### config.mk
export PLATFORM = sky130hd
export DESIGN_NAME = ftoi_pipe
export DESIGN_NICKNAME = d
export VERILOG_FILES = /design/src/rtl/fpu_pkg.sv /design/src/rtl/ftoi_round.sv /design/src/rtl/ftoi_pipe.sv
export SDC_FILE = /design/constraint.sdc
export NUM_CORES = 1
export LEC_CHECK = 0
export CAP_MARGIN = 40
export CORE_AREA = 2 2 160 99
export CTS_CLUSTER_SIZE = 10
export DETAILED_ROUTE_END_ITERATION = 16
export DIE_AREA = 0 0 162 101
export PLACE_DENSITY = 0.71
export SYNTH_ARGS = -nofsm -noshare
export SYNTH_HDL_FRONTEND = slang
export SYNTH_SLANG_ARGS = --single-unit
### constraint.sdc
create_clock -name clk -period 4.5 [get_ports clk]
set_input_delay 0.45 -clock clk [delete_from_list [all_inputs] [get_ports clk]]
set_output_delay 0.45 -clock clk [all_outputs]
set_load 0.02 [all_outputs]
### src/rtl/fpu_pkg.sv
// Shared FPU types: rounding modes and IEEE-754 single-precision field layout.
package fpu_pkg;

  localparam int unsigned F32_EXP_W = 8;
  localparam int unsigned F32_MAN_W = 23;
  localparam int unsigned F32_BIAS  = 127;

  typedef enum logic [1:0] {
    RM_RTZ = 2'b00,
    RM_RNE = 2'b01,
    RM_RDN = 2'b10,
    RM_RUP = 2'b11
  } round_mode_t;

  typedef struct packed {
    logic                 sign;
    logic [F32_EXP_W-1:0] exp;
    logic [F32_MAN_W-1:0] man;
  } f32_t;

endpackage

### src/rtl/ftoi_round.sv
// Round / negate / saturate stage of the float-to-int converter (purely combinational).
module ftoi_round
  import fpu_pkg::*;
#(
  parameter int unsigned OUT_W = 32
) (
  input  logic             i_sign,
  input  round_mode_t      i_rm,
  input  logic             i_nan,
  input  logic             i_presat,
  input  logic [OUT_W-1:0] i_mag,
  input  logic             i_g,
  input  logic             i_st,
  output logic [OUT_W-1:0] o_y_c,
  output logic             o_invalid_c,
  output logic             o_inexact_c
);

  localparam logic [OUT_W-1:0] MAX_POS = {1'b0, {(OUT_W-1){1'b1}}};
  localparam logic [OUT_W-1:0] MIN_NEG = {1'b1, {(OUT_W-1){1'b0}}};

  logic             w_inc;
  logic [OUT_W:0]   w_m;
  logic [OUT_W-1:0] w_m_lo;
  logic             w_ovf;
  logic             w_sat;

  // Rounding increment from sign, LSB, guard and sticky
  always_comb begin
    w_inc = 1'b0;
    case (i_rm)
      RM_RTZ:  w_inc = 1'b0;
      RM_RNE:  w_inc = i_g & (i_st | i_mag[0]);
      RM_RDN:  w_inc = i_sign & (i_g | i_st);
      RM_RUP:  w_inc = ~i_sign & (i_g | i_st);
      default: w_inc = 1'b0;
    endcase
  end

  // Magnitude with one spare bit, range check against the signed limits
  always_comb begin
    w_m    = {1'b0, i_mag} + (OUT_W+1)'(w_inc);
    w_m_lo = w_m[OUT_W-1:0];
    // -2^(OUT_W-1) is representable, so negative overflow needs a bit beyond the MSB
    if (i_sign) begin
      w_ovf = w_m[OUT_W] | (w_m[OUT_W-1] & (|w_m[OUT_W-2:0]));
    end else begin
      w_ovf = w_m[OUT_W] | w_m[OUT_W-1];
    end
    w_sat = i_presat | w_ovf;
  end

  // Final value and flags; NaN always saturates to the positive limit
  always_comb begin
    o_y_c       = '0;
    o_invalid_c = w_sat;
    o_inexact_c = ~w_sat & (i_g | i_st);
    if (i_nan) begin
      o_y_c = MAX_POS;
    end else if (w_sat) begin
      o_y_c = i_sign ? MIN_NEG : MAX_POS;
    end else begin
      o_y_c = i_sign ? (~w_m_lo + OUT_W'(1)) : w_m_lo;
    end
  end

endmodule

### src/rtl/ftoi_pipe.sv
// Two-stage IEEE-754 single to signed-integer converter with valid/ready backpressure.
module ftoi_pipe
  import fpu_pkg::*;
#(
  parameter int unsigned OUT_W = 32
) (
  input  logic             clk,
  input  logic             rst,
  input  logic             in_valid,
  output logic             in_ready,
  input  logic [31:0]      x,
  input  logic [1:0]       rm,
  output logic             out_valid,
  input  logic             out_ready,
  output logic [OUT_W-1:0] y,
  output logic             invalid,
  output logic             inexact
);

  localparam int unsigned SIG_W  = F32_MAN_W + 1;
  localparam int unsigned FULL_W = OUT_W + SIG_W;
  localparam int unsigned SH_W   = $clog2(OUT_W);
  localparam logic signed [9:0] E_BIAS = 10'(F32_BIAS);
  localparam logic signed [9:0] E_SAT  = 10'(OUT_W);
  localparam logic signed [9:0] E_TOP  = 10'(OUT_W - 1);

  f32_t                w_x;
  logic signed [9:0]   w_e_unb;
  logic [SIG_W-1:0]    w_sig;
  logic [SH_W-1:0]     w_sh;
  logic [FULL_W-1:0]   w_full;
  logic [OUT_W-1:0]    w_mag;
  logic                w_g;
  logic                w_st;
  logic                w_presat;
  logic                w_nan;
  logic                w_s2_en;

  logic                r_s1_valid;
  logic                r_s1_sign;
  round_mode_t         r_s1_rm;
  logic                r_s1_nan;
  logic                r_s1_presat;
  logic [OUT_W-1:0]    r_s1_mag;
  logic                r_s1_g;
  logic                r_s1_st;

  logic                r_out_valid;
  logic [OUT_W-1:0]    r_y;
  logic                r_invalid;
  logic                r_inexact;

  logic [OUT_W-1:0]    w_y_c;
  logic                w_invalid_c;
  logic                w_inexact_c;

  assign w_x      = x;
  assign w_e_unb  = $signed({2'b00, w_x.exp}) - E_BIAS;
  assign w_sig    = {1'b1, w_x.man};
  assign w_sh     = w_e_unb[SH_W-1:0];
  assign w_s2_en  = ~r_out_valid | out_ready;
  assign in_ready = ~r_s1_valid | w_s2_en;

  // S1 decode/align: classify, then shift the significand so the binary point sits at bit 23
  always_comb begin
    w_mag    = '0;
    w_g      = 1'b0;
    w_st     = 1'b0;
    w_presat = 1'b0;
    w_nan    = 1'b0;
    w_full   = FULL_W'(w_sig) << w_sh;
    if (w_x.exp == '0) begin
      // zero and subnormals flush to an exact zero
    end else if (w_x.exp == '1) begin
      w_presat = 1'b1;
      w_nan    = |w_x.man;
    end else if (w_e_unb >= E_SAT) begin
      w_presat = 1'b1;
    end else if (w_e_unb == E_TOP && !w_x.sign) begin
      // positive magnitude already >= 2^(OUT_W-1); negatives go through so -2^(OUT_W-1) survives
      w_presat = 1'b1;
    end else if (w_e_unb < 0) begin
      w_g  = (w_e_unb == -10'sd1);
      w_st = (w_e_unb == -10'sd1) ? (|w_x.man) : 1'b1;
    end else begin
      w_mag = w_full[F32_MAN_W +: OUT_W];
      w_g   = w_full[F32_MAN_W-1];
      w_st  = |w_full[F32_MAN_W-2:0];
    end
  end

  // S1 register: loads whenever the stage is free or draining into S2
  always_ff @(posedge clk) begin
    if (rst) begin
      r_s1_valid  <= 1'b0;
      r_s1_sign   <= 1'b0;
      r_s1_rm     <= RM_RTZ;
      r_s1_nan    <= 1'b0;
      r_s1_presat <= 1'b0;
      r_s1_mag    <= '0;
      r_s1_g      <= 1'b0;
      r_s1_st     <= 1'b0;
    end else if (in_ready) begin
      r_s1_valid <= in_valid;
      if (in_valid) begin
        r_s1_sign   <= w_x.sign;
        r_s1_rm     <= round_mode_t'(rm);
        r_s1_nan    <= w_nan;
        r_s1_presat <= w_presat;
        r_s1_mag    <= w_mag;
        r_s1_g      <= w_g;
        r_s1_st     <= w_st;
      end
    end
  end

  ftoi_round #(
    .OUT_W (OUT_W)
  ) u_round (
    .i_sign      (r_s1_sign),
    .i_rm        (r_s1_rm),
    .i_nan       (r_s1_nan),
    .i_presat    (r_s1_presat),
    .i_mag       (r_s1_mag),
    .i_g         (r_s1_g),
    .i_st        (r_s1_st),
    .o_y_c       (w_y_c),
    .o_invalid_c (w_invalid_c),
    .o_inexact_c (w_inexact_c)
  );

  // S2 output register: holds its result while the consumer stalls
  always_ff @(posedge clk) begin
    if (rst) begin
      r_out_valid <= 1'b0;
      r_y         <= '0;
      r_invalid   <= 1'b0;
      r_inexact   <= 1'b0;
    end else if (w_s2_en) begin
      r_out_valid <= r_s1_valid;
      if (r_s1_valid) begin
        r_y       <= w_y_c;
        r_invalid <= w_invalid_c;
        r_inexact <= w_inexact_c;
      end
    end
  end

  assign out_valid = r_out_valid;
  assign y         = r_y;
  assign invalid   = r_invalid;
  assign inexact   = r_inexact;

endmodule

==> flow_summary_export.csv, run 1 <==
group,metric,value,unit
clock_network,clk_latency,0.34,ns
layout,diodes,0,
routing,drt_iter0_markers,738,
grt,grt_max_degree,57,
sta,fin_crit_sh,93.1,%
sta,slew_headroom,43.4,%
critical_path,start_kind,"register",
pwr,ir_drop,0.000197,V
routing,ant_nets,0,
clock_network,h-tree-depth,3,
floorplanning,fp-row-count,35,
logic_synthesis,synth_ff_type,"dfxtp_1",
sta,setup_violations,0,
critical_path,critPathMaxFanout,19,
logic_synthesis,syn-instance-count,806,
sta,fin_tns_setup,0,ns
clock_network,clk_path_buf_depth,2,
floorplanning,die_y,101,um
routing,wirelength,18.1,mm
sta,report.final.slew_viol_count,0,
min_path,holdCritPathClass,"register to register",
routing,via_per_inst,6.03,
sta,hold_viol,0,
routing,post_drt_wl_per_cell,17.2,um
critical_path,critPathKind,"register to register",
place,dpl.hpwl,13.6,mm
layout,fin_util,50.5,%
logic_synthesis,syn_area,6450,um2
floorplanning,start_util,43.0,%
logic_synthesis,synthArstFlopShare,0,%
critical_path,required,4.75,ns
sta,fmax,239,MHz
layout,mostFrequentLayoutCells,"nor2_1, dfxtp_1, clkdlybuf4s50_1",
logic_synthesis,netlist-cell-type-count,80,
outcome,status,"finished, final reports clean",
logic_synthesis,ys_warn_count,0,
pwr,p_leak,2.68,nW
logic_synthesis,synth_edf_count,0,
logic_synthesis,seq_area_frac_synth,23.3,%
floorplanning,io-pin-count,74,
routing,route.detailed.drc,0,
logic_synthesis,synth_nets,850,
layout,syn_to_final_growth,17.4,%
grt,grt_pass1_wl,29.5,mm
floorplanning,core-area,15000,um2
logic_synthesis,synth_seq_cells,75,
grt,antenna_found_initial,0,
layout,drive_gt1_share,11.7,%
sta,hold_slack,0.461,ns
grt,grt_pass1_vias,5743,
pwr,powerDensity,288,nW/um2
clock_network,cts_tree,"done",
routing,vias,6342,
critical_path,end_kind,"register",
clock_network,ctsHoldBuffers,0,
sta,fin_crit,4.19,ns
logic_synthesis,synth_area_per_cell,8.00,um2
job,cap_violations,0,
sta,worst_slew_pin_slew,0.845,ns
clock_network,cts_root_buf,"clkbuf_16",
sta,fin_skew,0.00692,ns
clock_network,cts.sinks,75,
layout,layout_commonest_cell,"nor2_1",
clock_network,cts_buffers,9,
clock_network,path_clk_slew,0.06,ns
place,port-buffer-count,73,
grt,grt.overflow.total,0,
floorplanning,die_area,16400,um2
floorplanning,die_w,162,um
layout,fin_nets,887,
sta,rsz0062_at_grt,"yes",
place,place.gp.congestion,0.938,
grt,grt_usage,22.4,%
critical_path,critPathArrivalTime,4.44,ns
routing,drtPass1Iterations,5,
-- through the flow --
step           area, um2  cells  total power, mW  worst slack [ns]
3_3_place_gp        7210   1034             1.36             0.440
4_1_cts             7570   1051             2.18             0.315
2_1_floorplan       6450    806             1.16             0.399
5_1_grt             7570   1051             2.28          -0.00743
3_5_place_dp        7220   1035             1.36             0.329
6_report            7570   1051             2.18             0.309
-- worst max-delay path, cell delays in order, from the launching register on --
cell	delay (ns)
dfxtp_1	0.38
o21a_1	0.13
nor2_1	0.03
nor3_1	0.21
ha_2	0.35
ha_1	0.21
nand3_1	0.19
buf_4	0.24
xnor2_1	0.14
o31a_1	0.31
nor4_1	0.56
nand3_2	0.26
nor4_4	0.45
buf_4	0.32
o21ai_1	0.08
a211oi_1	0.23
-- cell type report --
cell class	instances	area (um2)
multi-input combinational	645	4500
tap	203	254
inverter	14	52.6
clock inverter	6	114
sequential	75	1500
fill	1464	7410
clock buffer	10	229
timing repair buffer	98	921
-- per-layer routing --
| metal | share of wire (%) | vias up | track usage, % | wire length, um |
|---|---|---|---|---|
| li1 | - | 3074 | - | - |
| met1 | 51 | 3015 | 33.9 | 9230 |
| met2 | 40 | 240 | 32.4 | 7280 |
| met3 | 8.0 | 13 | 5.47 | 1460 |
| met4 | 0.65 | 0 | 3.54 | 118 |
| met5 | 0 | - | 0 | 0 |
-- final timing paths --
check,from,to,slack [ns],depth (start not counted)
worst max-delay path,r_s1_rm[1]$_SDFFE_PP0P_,y[6]$_SDFFE_PP0P_,0.31,15
worst min-delay path,r_s1_nan$_SDFFE_PP0P_,r_s1_nan$_SDFFE_PP0P_,0.46,2
worst max register to register,r_s1_rm[1]$_SDFFE_PP0P_,y[6]$_SDFFE_PP0P_,0.31,15
worst min register to register,r_s1_nan$_SDFFE_PP0P_,r_s1_nan$_SDFFE_PP0P_,0.46,2
-- power by group --
group / switching [mW] / internal (mW)
Sequential: 0.0311 / 0.696
Combinational: 0.365 / 0.272
Clock: 0.276 / 0.542
-- state kept, by name, summed over array words and instances, names as in the netlist --
signal and count:
r_s1_rm 2, r_s1_nan 1, y 32, r_s1_g 1
invalid 1, r_s1_st 1, out_valid 1, r_s1_presat 1
inexact 1, r_s1_sign 1, r_s1_mag 32, r_s1_valid 1
-- synthesized netlist by cell type (5+ instances only) --
cell | count | area share, %
nor2_1 | 93 | 5.4
dfxtp_1 | 75 | 23
nand2_1 | 62 | 3.6
xnor2_1 | 47 | 6.4
clkbuf_1 | 42 | 2.4
o21ai_0 | 42 | 3.3
a21oi_1 | 41 | 3.2
a22oi_1 | 28 | 3.3
xor2_1 | 24 | 3.3
nand3_1 | 22 | 1.7
a211oi_1 | 20 | 2.3
mux4_2 | 20 | 7.0
mux2i_1 | 18 | 2.8
nor3_1 | 18 | 1.4
nand4_1 | 16 | 1.6
nor4_1 | 14 | 1.4
inv_1 | 13 | 0.76
a31oi_1 | 12 | 1.2
o31ai_1 | 11 | 1.3
and3_1 | 10 | 0.97
o21ai_1 | 10 | 0.78
mux2_2 | 9 | 1.6
o22ai_1 | 9 | 0.87
buf_2 | 8 | 0.62
clkbuf_8 | 7 | 1.5
or3_1 | 7 | 0.68
a2bb2oi_1 | 6 | 0.82
ha_1 | 6 | 1.2
o21a_1 | 6 | 0.70
or2_2 | 6 | 0.58
and4_1 | 5 | 0.68
buf_4 | 5 | 0.58
or4_1 | 5 | 0.58
-- repair_timing --
action / 4_1_cts / 5_1_grt
endpoints found under the setup margin: 0 / 25
gates resized for setup: 0 / 1
buffers inserted: 0 / 0
-- cells by family after synthesis --
kind of cell             share of synthesized area (%)
AND/OR/NAND/NOR                                   23.0
adder cells (fa/ha/maj)                           1.16
flip-flops                                        23.3
buffers and inverters                             7.24
XOR/XNOR                                          9.90
multiplexers                                      11.4
AO/OA/AOI/OAI                                     24.1
No activity file was read; power rests on OpenSTA's default activity.
==> run 2, diff against run 1 <==
GPL_TIMING_DRIVEN = 0   (was default)
==> flow_summary_export.csv, run 2 (synthesis gave the netlist of run 1 again) <==
group,metric,value,unit
layout,syn_to_final_growth,25.4,%
routing,ant_nets,0,
layout,fillCellCount,1421,
clock_network,cts_root_buf,"clkbuf_16",
clock_network,clk_latency,0.35,ns
layout,fin_nets,947,
clock_network,clk_path_buf_depth,2,
clock_network,ctsHoldBuffers,0,
clock_network,cts_buffers,9,
clock_network,path_clk_slew,0.06,ns
floorplanning,die_y,101,um
routing,drtPass1Iterations,7,
routing,vias,6725,
pwr,p_leak,2.90,nW
critical_path,critPathArrivalTime,4.61,ns
floorplanning,io-pin-count,74,
critical_path,rr_worst_depth,19,
floorplanning,die_area,16400,um2
routing,via_per_inst,6.05,
critical_path,required,4.78,ns
place,dpl.hpwl,16.1,mm
sta,setup_violations,0,
sta,fmax,231,MHz
grt,grt_max_degree,14,
layout,mostFrequentLayoutCells,"nor2_1, dfxtp_1, clkdlybuf4s50_1",
sta,fin_crit_sh,96.2,%
layout,layout_commonest_cell,"nor2_1",
sta,slew_headroom,38.9,%
grt,antenna_found_initial,0,
routing,route.detailed.drc,0,
critical_path,critPathMaxFanout,10,
sta,report.final.slew_viol_count,0,
floorplanning,start_util,43.0,%
min_path,hold_depth,2,
pwr,ir_drop,0.000156,V
routing,post_drt_wl_per_cell,18.5,um
sta,hold_viol,0,
critical_path,end_kind,"register",
critical_path,critPathKind,"register to register",
outcome,status,"finished, final reports clean",
pwr,powerDensity,280,nW/um2
grt,grt_pass1_vias,5999,
sta,fin_crit,4.33,ns
layout,diodes,0,
layout,seqCellArea,1510,um2
pwr,total_power,2.27,mW
min_path,holdCritPathClass,"register to register",
sta,worst_slew_pin_slew,0.910,ns
place,port-buffer-count,73,
grt,grt.overflow.total,0,
layout,fin_cells,1111,
floorplanning,die_w,162,um
clock_network,h-tree-depth,3,
clock_network,cts.sinks,75,
place,place.gp.congestion,0.977,
grt,grt_usage,25.1,%
floorplanning,fp-row-count,35,
sta,fin_skew,0.00722,ns
floorplanning,core-area,15000,um2
critical_path,start_kind,"register",
routing,drt_iter0_markers,648,
clock_network,cts_tree,"done",
layout,drive_gt1_share,15.2,%
sta,hold_slack,0.465,ns
routing,wirelength,20.6,mm
layout,multiInputGateArea,4670,um2
job,cap_violations,0,
place,dp_cells,1087,
grt,grt_pass1_wl,32.4,mm
[run 2: changes by cell type in the layout (fill, tap and decap cells not counted), moves of 3 or more]
cell / change
clkbuf_8: +7
nor4_1: -3
a211oi_2: +3
buf_2: +8
clkbuf_1: +37
a211oi_1: -5
clkbuf_2: +4
buf_6: +8
buf_4: -10
[run 2: repair_timing]
action | 4_1_cts | 5_1_grt
setup buffers | 5 | 3
pin swaps | 3 | 6
endpoints found under the setup margin | 65 | 41
gates resized for setup | 18 | 39
gates cloned | 0 | 1
[run 2: worst paths after layout]
kind	slack, ns	start	to
min reg2reg	0.46	inexact$_SDFFE_PP0P_	inexact$_SDFFE_PP0P_
min	0.46	inexact$_SDFFE_PP0P_	inexact$_SDFFE_PP0P_
max	0.17	r_s1_sign$_SDFFE_PP0P_	invalid$_SDFFE_PP0P_
max reg2reg	0.17	r_s1_sign$_SDFFE_PP0P_	invalid$_SDFFE_PP0P_
[run 2: layout make-up]
| cell class | instances | area share, % |
|---|---|---|
| Clock inverter | 6 | 1.41 |
| Tap cell | 203 | 3.14 |
| Clock buffer | 10 | 2.83 |
| Sequential cell | 75 | 18.6 |
| Inverter | 14 | 0.650 |
| Buffer | 71 | 5.51 |
| Timing Repair Buffer | 86 | 10.1 |
| Multi-Input combinational cell | 646 | 57.7 |
[run 2: power by group]
part / internal [mW] / switching [mW] / total, mW
combinational: 0.301 / 0.411 / 0.713
sequential: 0.695 / 0.0217 / 0.717
clock: 0.543 / 0.296 / 0.839
[run 2: metal layers]
| layer | share of wire (%) | up-vias | global-route usage (%) | wire length, um |
|---|---|---|---|---|
| met5 | 0 | - | 0 | 0 |
| met4 | 0.82 | 0 | 3.54 | 169 |
| met3 | 13 | 18 | 8.60 | 2600 |
| met2 | 38 | 328 | 33.1 | 7790 |
| met1 | 49 | 3180 | 39.0 | 10000 |
| li1 | - | 3199 | - | - |
[run 2: worst max-delay path: stages (launching register included)]
cell and delay (ns):
dfxtp_4 0.39, buf_6 0.16, buf_6 0.15, nand3_1 0.08
o21ai_0 0.10, nor3_2 0.35, ha_2 0.29, buf_6 0.13
nand4_1 0.15, or4_1 0.45, buf_4 0.18, or3_2 0.44
and4_1 0.21, buf_2 0.16, nand3_4 0.11, nor4_4 0.05
buf_4 0.18, buf_4 0.14, or3_2 0.41, a21oi_1 0.13
[run 2: through the flow]
stage / utilization (%) / setup slack [ns] / setup TNS (ns) / area [um2]
final: 54.0 / 0.169 / 0 / 8090
after global routing: 54.0 / -0.00225 / -0.00225 / 8090
after CTS: 52.8 / -0.0370 / -0.0786 / 7910
after detailed placement: 49.8 / -1.42 / -60.61 / 7460
after global placement: 49.6 / -1.36 / -60.06 / 7430
after floorplan: - / 0.399 / 0 / 6450
==> run 3, diff against run 2 <==
CORE_AREA = 2 2 150 93   (was 2 2 160 99)
DIE_AREA = 0 0 152 95   (was 0 0 162 101)
PLACE_DENSITY = 0.79   (was 0.71)
TNS_END_PERCENT = 20   (was default)
==> flow_summary_export.csv, run 3 (synthesis gave the netlist of run 1 again) <==
group,metric,value,unit
critical_path,rr_worst_depth,18,
critical_path,critPathMaxStageDelay,0.46,ns
critical_path,critPathArrivalTime,4.73,ns
critical_path,critPathKind,"register to register",
clock_network,cts_buffers,9,
sta,worst_slew_pin_slew,0.887,ns
pwr,total_power,2.19,mW
critical_path,cp_cell_sequence,"buf_6 -> buf_6 -> a21oi_1 -> nor3_4 -> ha_4 -> buf_6 -> nand4_1 -> or4_1 -> buf_2 -> or3_2 -> and4_1 -> buf_2 -> nand3_2 -> nor4_4 -> buf_4 -> buf_4 -> or3_2 -> a21oi_1",
layout,fillCellCount,1175,
critical_path,required,4.77,ns
clock_network,cts.sinks,75,
critical_path,cp_common_cell,"buf_6",
critical_path,end_kind,"register",
grt,grt.overflow.total,0,
grt,grt_max_degree,14,
pwr,p_seq_share,32.8,%
grt,grt_pass1_wl,33.0,mm
floorplanning,die_y,95,um
clock_network,h-tree-depth,3,
clock_network,clk_path_buf_depth,2,
min_path,holdCritPathClass,"register to register",
layout,mostFrequentLayoutCells,"nor2_1, dfxtp_1, clkdlybuf4s50_1",
pwr,netSwitchingFraction,32.8,%
grt,grt_pass1_vias,6177,
floorplanning,die_w,152,um
routing,drtPass1Iterations,5,
pwr,ir_drop,0.000174,V
layout,seqCellArea,1510,um2
min_path,hold_depth,2,
critical_path,critPathMaxFanout,10,
layout,fin_nets,952,
layout,diodes,0,
sta,fmax,224,MHz
grt,antenna_found_initial,0,
job,cap_violations,0,
sta,hold_viol,0,
routing,wirelength,21.0,mm
routing,post_drt_wl_per_cell,19.3,um
min_path,hold_start,"r_s1_nan$_SDFFE_PP0P_",
floorplanning,die_area,14400,um2
pwr,combinationalPowerShare,32.1,%
routing,via_per_inst,6.38,
critical_path,start_kind,"register",
floorplanning,start_util,48.6,%
routing,drt_iter0_markers,672,
critical_path,r2r_slack,0.04,ns
layout,drive_gt1_share,15.0,%
sta,setup_violations,0,
layout,fin_util,60.4,%
floorplanning,core-area,13300,um2
sta,fin_crit,4.46,ns
critical_path,slowest_stage,"or4_1",
layout,layout_commonest_cell,"nor2_1",
routing,route.detailed.drc,0,
grt,grt_usage,28.6,%
sta,fin_skew,0.00760,ns
pwr,powerDensity,274,nW/um2
layout,design_area,8010,um2
place,placed_area,7420,um2
pwr,clkPwrFrac,35.1,%
place,dpl.hpwl,15.8,mm
clock_network,ctsHoldBuffers,0,
layout,syn_to_final_growth,24.2,%
clock_network,path_clk_slew,0.06,ns
routing,ant_nets,0,
clock_network,cts_root_buf,"clkbuf_16",
critical_path,r2r-end,"invalid$_SDFFE_PP0P_",
floorplanning,fp-row-count,33,
min_path,hold_path_end,"r_s1_nan$_SDFFE_PP0P_",
clock_network,cts_tree,"done",
pwr,switchingPower,0.719,mW
sta,report.final.slew_viol_count,0,
place,port-buffer-count,73,
routing,vias,6939,
place,place.gp.congestion,0.985,
clock_network,clk_latency,0.35,ns
pwr,intPower,1.47,mW
layout,multiInputGateArea,4610,um2
sta,slew_headroom,40.7,%
critical_path,r2r-start,"r_s1_sign$_SDFFE_PP0P_",
pwr,p_leak,2.90,nW
floorplanning,io-pin-count,74,
outcome,status,"finished, final reports clean",
sta,fin_crit_sh,99.1,%
[run 3: per-stage QoR]
| stage | hold slack, ns | setup TNS [ns] | std cells | worst slack, ns |
|---|---|---|---|---|
| 6_report | 0.465 | 0 | 1088 | 0.0425 |
| 2_1_floorplan | 0.432 | 0 | 806 | 0.399 |
| 4_1_cts | 0.468 | 0 | 1078 | 0.0237 |
| 3_3_place_gp | 0.451 | -56.66 | 1054 | -1.24 |
| 5_1_grt | 0.488 | -0.764 | 1088 | -0.0791 |
| 3_5_place_dp | 0.459 | -61.24 | 1058 | -1.27 |
[run 3: area by class of cell]
cell class | instances | area share [%]
clock buffers | 9 | 2.81
flip-flops and latches | 75 | 18.8
plain buffers | 71 | 5.51
inverters | 14 | 0.656
clock inverters | 7 | 1.16
repair buffers | 92 | 10.8
well taps | 175 | 2.73
multi-input cells | 645 | 57.5
[run 3: how the worst max path moves through the flow]
stage	cells after the start	to	startpoint	slack, ns
after floorplan	14	r_s1_st$_SDFFE_PP0P_	x[23]	0.40
after detailed placement	15	r_s1_st$_SDFFE_PP0P_	x[23]	-1.27
after global routing	19	y[22]$_SDFFE_PP0P_	r_s1_sign$_SDFFE_PP0P_	-0.08
final	18	invalid$_SDFFE_PP0P_	r_s1_sign$_SDFFE_PP0P_	0.04
after CTS	18	invalid$_SDFFE_PP0P_	r_s1_sign$_SDFFE_PP0P_	0.02
after global placement	15	r_s1_st$_SDFFE_PP0P_	x[23]	-1.24
[run 3: routing by layer]
metal	share of wire, %	wire length, um	up-vias	GRT usage [%]
li1	-	-	3211	-
met1	46	9620	3305	41.8
met2	39	8300	393	39.3
met3	13	2800	30	10.8
met4	1.5	317	0	6.00
met5	0	0	-	0
[run 3: power groups by stage]
stage	clock, mW	sequential, mW	combinational (mW)
floorplan	0	0.753	0.411
global placement	0	0.731	0.642
detailed placement	0	0.731	0.653
global route	0.802	0.722	0.753
CTS	0.773	0.718	0.663
finish	0.770	0.719	0.703
[run 3: timing repair]
action                                  4_1_cts  5_1_grt
buffers inserted                              4       11
endpoints found under the setup margin       67       42
gates resized for setup                      20       24
pin swaps                                     2        8
[run 3: critical path, delay by kind of cell, from the launching register on]
kind	cells	cell delay, ns
adders and majority gates	1	0.21
DFF	1	0.42
AOI/OAI and AO/OA	2	0.24
buffers and inverters	7	1.14
and+or+nand+nor	8	2.35
